**src/rtl/uart_tx_serializer.sv**
```systemverilog
// uart_tx_serializer
// UART transmitter: accepts a byte over valid/ready and shifts it out LSB
// first as start bit, data bits, optional even parity bit and stop bit.
// Every bit lasts CLOCKS_PER_BIT clocks. State codes line up with the Rx
// path so loopback benches can compare the two state vectors directly.
// The tx_state width covers code INPUT_DATA_WIDTH+3 only when
// INPUT_DATA_WIDTH+3 is not a power of two (true for the default of 8).
module uart_tx_serializer #(
    parameter int INPUT_DATA_WIDTH = 8,
    parameter int PARITY_ENABLED   = 1,
    parameter int CLOCKS_PER_BIT   = 16
) (
    input  logic                                  clk,
    input  logic                                  reset,
    input  logic [INPUT_DATA_WIDTH-1:0]           tx_data,
    input  logic                                  tx_valid,
    output logic                                  tx_ready,
    output logic                                  serial_out,
    output logic                                  tx_busy,
    output logic                                  tx_done,
    output logic [$clog2(INPUT_DATA_WIDTH+3)-1:0] tx_state
);

    localparam int SW = $clog2(INPUT_DATA_WIDTH + 3);
    localparam int CW = $clog2(CLOCKS_PER_BIT);
    localparam int IW = (INPUT_DATA_WIDTH > 1) ? $clog2(INPUT_DATA_WIDTH) : 1;

    localparam logic [SW-1:0] TX_IDLE          = SW'(0);
    localparam logic [SW-1:0] TX_START_BIT     = SW'(1);
    localparam logic [SW-1:0] TX_DATA_BIT_0    = SW'(2);
    localparam logic [SW-1:0] TX_DATA_BIT_LAST = SW'(INPUT_DATA_WIDTH + 1);
    localparam logic [SW-1:0] TX_PARITY_BIT    = SW'(INPUT_DATA_WIDTH + 2);
    localparam logic [SW-1:0] TX_STOP_BIT      = SW'(INPUT_DATA_WIDTH + 3);

    localparam logic [CW-1:0] CNT_LAST = CW'(CLOCKS_PER_BIT - 1);

    // Declaration initialisers give the reset values at power-up as well.
    logic [SW-1:0]               r_state      = TX_IDLE;
    logic [CW-1:0]               r_cnt        = '0;
    logic [INPUT_DATA_WIDTH-1:0] r_shift      = '0;
    logic                        r_parity     = 1'b0;
    logic                        r_serial_out = 1'b1;
    logic                        r_done       = 1'b0;

    logic [SW-1:0] w_state_next;
    logic          w_serial_next;
    logic          w_done_next;
    logic          w_accept;
    logic          w_cnt_last;
    logic          w_illegal;
    logic [IW-1:0] w_bit_idx;

    assign tx_ready   = (r_state == TX_IDLE);
    assign tx_busy    = !tx_ready;
    assign tx_done    = r_done;
    assign serial_out = r_serial_out;
    assign tx_state   = r_state;

    assign w_accept   = tx_valid && tx_ready;
    assign w_cnt_last = (r_cnt == CNT_LAST);
    assign w_illegal  = (r_state > TX_STOP_BIT);

    // State register; reset wins over a simultaneous tx_valid.
    always_ff @(posedge clk) begin
        // NOTE: sequential state uses non-blocking (<=) so every register
        // samples the pre-edge values; blocking here would create order races.
        if (!reset) begin
            r_state <= TX_IDLE;
        end else begin
            r_state <= w_state_next;
        end
    end

    // Next-state logic: idle waits for a handshake, others advance on terminal count.
    always_comb begin
        // NOTE: default assignment first so no path leaves w_state_next unassigned,
        // which would otherwise infer a latch.
        w_state_next = r_state;
        if (r_state == TX_IDLE) begin
            if (tx_valid) begin
                w_state_next = TX_START_BIT;
            end
        end else if (w_illegal) begin
            w_state_next = TX_IDLE;
        end else if (w_cnt_last) begin
            if (r_state == TX_STOP_BIT) begin
                w_state_next = TX_IDLE;
            end else if (r_state == TX_DATA_BIT_LAST) begin
                w_state_next = (PARITY_ENABLED != 0) ? TX_PARITY_BIT : TX_STOP_BIT;
            end else begin
                w_state_next = r_state + SW'(1);
            end
        end
    end

    // Output decode from the next state so the registered line moves with the state.
    always_comb begin
        w_bit_idx     = IW'(w_state_next - TX_DATA_BIT_0);
        w_serial_next = 1'b1;
        w_done_next   = (r_state == TX_STOP_BIT) && w_cnt_last;
        if (w_state_next == TX_START_BIT) begin
            w_serial_next = 1'b0;
        end else if ((w_state_next >= TX_DATA_BIT_0) && (w_state_next <= TX_DATA_BIT_LAST)) begin
            w_serial_next = r_shift[w_bit_idx];
        end else if (w_state_next == TX_PARITY_BIT) begin
            w_serial_next = r_parity;
        end
    end

    // Bit-timing counter, byte/parity capture on accept, registered outputs.
    always_ff @(posedge clk) begin
        if (!reset) begin
            r_cnt        <= '0;
            r_shift      <= '0;
            r_parity     <= 1'b0;
            r_serial_out <= 1'b1;
            r_done       <= 1'b0;
        end else begin
            r_serial_out <= w_serial_next;
            r_done       <= w_done_next;
            if ((r_state == TX_IDLE) || w_illegal || w_cnt_last) begin
                r_cnt <= '0;
            end else begin
                r_cnt <= r_cnt + CW'(1);
            end
            if (w_accept) begin
                r_shift  <= tx_data;
                r_parity <= ^tx_data;
            end
        end
    end

endmodule

```
**config.mk**
```make
export PLATFORM = sky130hd
export DESIGN_NAME = uart_tx_serializer
export DESIGN_NICKNAME = d
export VERILOG_FILES = /design/src/rtl/uart_tx_serializer.sv
export SDC_FILE = /design/constraint.sdc
export NUM_CORES = 1
export LEC_CHECK = 0
export ABC_AREA = 1
export ABC_CLOCK_PERIOD_IN_PS = 1650
export CAP_MARGIN = 5
export CORE_MARGIN = 2
export CORE_UTILIZATION = 48
export CTS_BUF_LIST = sky130_fd_sc_hd__clkbuf_4 sky130_fd_sc_hd__clkbuf_8
export DETAILED_ROUTE_END_ITERATION = 7
export GPL_TIMING_DRIVEN = 0
export PLACE_DENSITY = 0.75
export RECOVER_POWER = 100
export SLEW_MARGIN = 15
export SYNTH_ARGS = -nofsm -noshare
export SYNTH_HDL_FRONTEND = slang
export SYNTH_SLANG_ARGS = --single-unit
```
**constraint.sdc**
```tcl
create_clock -name clk -period 1.65 [get_ports clk]
set_clock_uncertainty 0.1 [all_clocks]
set_input_delay 0.33 -clock clk [delete_from_list [all_inputs] [get_ports clk]]
set_output_delay 0.33 -clock clk [all_outputs]
set_load 0.03 [all_outputs]
```
==> flow_summary.json <==
{
  "status": "finished, violations left",
  "violations": "negative setup slack",
  "leakage_nw": 0.678,
  "die-area_mm2": 0.00264,
  "gp_congestion": 0.822,
  "crit_buf_inv": 3,
  "comb_power_share": 0.277,
  "grt.overflow.total": 0,
  "fmax_mhz": 563,
  "crit_top_cell": "nand2_1",
  "reg2reg_depth": 13,
  "clock_sinks": 19,
  "final_core_util": 0.713,
  "grt_max_degree": 11,
  "antennaDiodeCount": 0,
  "cts_root_buf": "clkbuf_4",
  "seq_power_share": 0.485,
  "whs_path_depth": 2,
  "r2r_start": "tx_state[0]$_SDFF_PN0_",
  "hold_end": "r_shift[5]$_SDFFE_PN0P_",
  "postPlaceCellArea_mm2": 0.00138,
  "netlist_area_mm2": 0.00108,
  "clk_pin_slew_ps": 100,
  "dp.cells": 194,
  "relSlewSlack": 0.793,
  "dr.pass1.iters": 4,
  "hpwl_um": 1760,
  "worst_path_max_delay_cell": "dfxtp_4",
  "synth_area_leader_cell": "dfxtp_1",
  "switching_power_mw": 0.314,
  "finalNonFillerCells": 206,
  "drv_cap": 0,
  "grt_use_total": 0.206,
  "critical_path_class": "reg2reg",
  "end_kind": "flip-flop",
  "synth-warning-count": 0,
  "clk_latency_ps": 280,
  "drive_gt1_frac": 0.303,
  "antenna_found_initial": 0,
  "critPathLaunch": "tx_state[0]$_SDFF_PN0_",
  "seqCellArea_um2": 395,
  "period_share": 1.08,
  "timing.rr.end": "serial_out$_SDFF_PN1_",
  "critPathTopFamily": "simple AND/OR/NAND/NOR gates",
  "area_growth_pct": 43.7,
  "grt_pass1_wl_um": 4130,
  "power_density_mw_per_mm2": 667,
  "p_int_mw": 0.718,
  "h-tree-depth": 1,
  "crit_path_cell_trace": "inv_4, ha_4, nand2_8, nand2_8, inv_6, o211ai_2, nand2_2, xnor2_2, buf_4, nand2_1, nand3_1, nand2_1, nand2_1",
  "fin_ws_ps": -125,
  "drt_iter0_drc": 6,
  "design.portCount": 19,
  "fin_nets": 194,
  "cp-start-kind": "flip-flop",
  "crit_cells": 13,
  "clockBufferDepth": 2,
  "dieWidth_um": 51.4,
  "hold_slack_ps": 364,
  "stdcell_area_mm2": 0.00155,
  "die_height_um": 51.4,
  "synth_area_per_cell_um2": 7.28,
  "ys_seq_area_frac": 0.353,
  "post-place-ws_ps": -279,
  "swShare": 0.304,
  "antenna_left": 0,
  "synth_cells": 148,
  "io_buffers": 18,
  "cts_tree": "built",
  "numCtsBuffers": 3,
  "vdd_drop_max_mv": 0.566,
  "ys_ff_latch": 19,
  "remaining_drc_errors": 0,
  "crit_arrival_ps": 1860,
  "hold_violations": 0,
  "syn-num-nets": 163,
  "wl_per_cell_um": 11.8,
  "fillers": 180,
  "fp.coreArea_mm2": 0.00217,
  "crit_fanout": 7,
  "synth_top_area_share": 0.353,
  "synth_top_cells_by_area": "dfxtp_1 (35%), nand2_1 (10%), nand3_1 (9.3%)",
  "cts-hold-fix-buffers": 0,
  "min-delay-path-class": "reg2reg",
  "vias": 1052,
  "cpPeakStageDelay_ps": 400,
  "rsz0062_at_grt": "yes",
  "reg2reg_slack_ps": -130,
  "layout_min_cycle_time_ps": 1780,
  "rows": 17,
  "start_util": 0.497,
  "setup_violations": 3,
  "multi_input_area_um2": 751,
  "worst_slew_pin_slew_ps": 308,
  "netlist-cell-type-count": 26,
  "slew_violations": 0,
  "via_per_inst": 5.11,
  "routed_wl_um": 2430,
  "crit_required_ps": 1730,
  "hp-start": "r_shift[5]$_SDFFE_PN0P_",
  "grt_pass1_vias": 1001,
  "p_clk_frac": 0.237
}
[placed cells by master (no fill, tap or decap), types with 2 or more instances in the layout]
cell / n
dfxtp_1: 13
nand4_1: 2
nand3_1: 17
dlygate4sd2_1: 6
nor2_4: 5
clkbuf_4: 4
inv_1: 12
dfxtp_2: 3
o21ai_0: 5
xor2_1: 2
nand2_2: 4
buf_6: 3
a21oi_1: 9
inv_2: 3
nand3_2: 3
nand2_8: 2
buf_4: 7
xnor2_1: 6
inv_4: 2
nor2_1: 9
clkdlybuf4s50_1: 10
nand2_4: 3
dfxtp_4: 3
ha_4: 3
nand2_1: 27
[cell type report]
class | instances | area share
flip-flops and latches | 19 | 0.255
well taps | 28 | 0.0226
multi-input cells | 108 | 0.485
inverters | 20 | 0.0598
repair buffers | 26 | 0.154
plain buffers | 1 | 0.00323
clock buffers | 4 | 0.0194
[power groups by stage]
stage	clock network [mW]	registers (mW)	logic, mW
finish	0.245	0.501	0.286
global route	0.272	0.504	0.312
detailed placement	0	0.511	0.262
floorplan	0	0.518	0.174
global placement	0	0.511	0.256
CTS	0.251	0.500	0.270
[worst reg2reg max path, stage by stage, from the launching register on]
cell and delay (ps):
dfxtp_4 400, inv_4 90, ha_4 160, nand2_8 80, nand2_8 110, inv_6 40, o211ai_2 60, nand2_2 130
xnor2_2 160, buf_4 140, nand2_1 50, nand3_1 60, nand2_1 50, nand2_1 40
[routing by layer]
| metal | vias up | routed length (µm) | GRT usage |
|---|---|---|---|
| li1 | 537 | - | - |
| met5 | - | 0 | 0 |
| met3 | 2 | 61 | 0.0263 |
| met2 | 18 | 1280 | 0.387 |
| met4 | 0 | 17 | 0.0702 |
| met1 | 495 | 1070 | 0.235 |
[registers in the layout (all words and copies together) (netlist names)]
signal,flops
r_cnt,4
r_parity,1
r_shift,8
serial_out,1
tx_done,1
tx_state,4
[cells in the mapped netlist]
master / count
o211ai_2: 1
ha_1: 4
nand2_4: 3
inv_1: 16
dfxtp_1: 19
nand4_1: 2
o21ai_0: 5
o21ai_1: 1
nand2_2: 4
o21a_1: 1
buf_2: 1
o21ai_2: 1
nor3_1: 1
a21oi_1: 9
inv_2: 3
nor2_1: 12
xnor2_1: 7
nand3_2: 1
nor3b_1: 1
nor2_2: 1
xor2_1: 2
nand3_1: 20
nor2_4: 2
nand2_1: 29
o21bai_1: 1
clkinv_1: 1
[how the worst max path moves through the flow]
| stage | endpoint | slack [ps] |
|---|---|---|
| after floorplan | serial_out$_SDFF_PN1_ | -20 |
| final | serial_out$_SDFF_PN1_ | -130 |
| after detailed placement | serial_out$_SDFF_PN1_ | -280 |
| after global routing | serial_out$_SDFF_PN1_ | -230 |
| after CTS | serial_out$_SDFF_PN1_ | -90 |
| after global placement | serial_out$_SDFF_PN1_ | -260 |
[repair_timing]
action,in CTS,in global routing
setup buffers,2,6
gates cloned,0,0
pin swaps,6,8
endpoints found under the setup margin,9,3
gates resized for setup,33,10
[cell families (layout without fill, tap and decap cells)]
| kind of cell | after synthesis | after routing | share of synthesized area |
|---|---|---|---|
| AND/OR/NAND/NOR | 76 | 76 | 0.350 |
| buffers and inverters | 21 | 51 | 0.0743 |
| AO/OA/AOI/OAI | 19 | 19 | 0.103 |
| flip-flops | 19 | 19 | 0.353 |
| XOR/XNOR | 9 | 9 | 0.0732 |
| adder cells (fa/ha/maj) | 4 | 4 | 0.0465 |
[metrics by stage]
stage          setup TNS [ps]  power, mW
6_report                 -190       1.03
3_5_place_dp            -1270      0.773
4_1_cts                 -94.4       1.02
3_3_place_gp            -1090      0.766
5_1_grt                  -406       1.09
2_1_floorplan           -20.1      0.692
(Power assumes the default switching activity.)
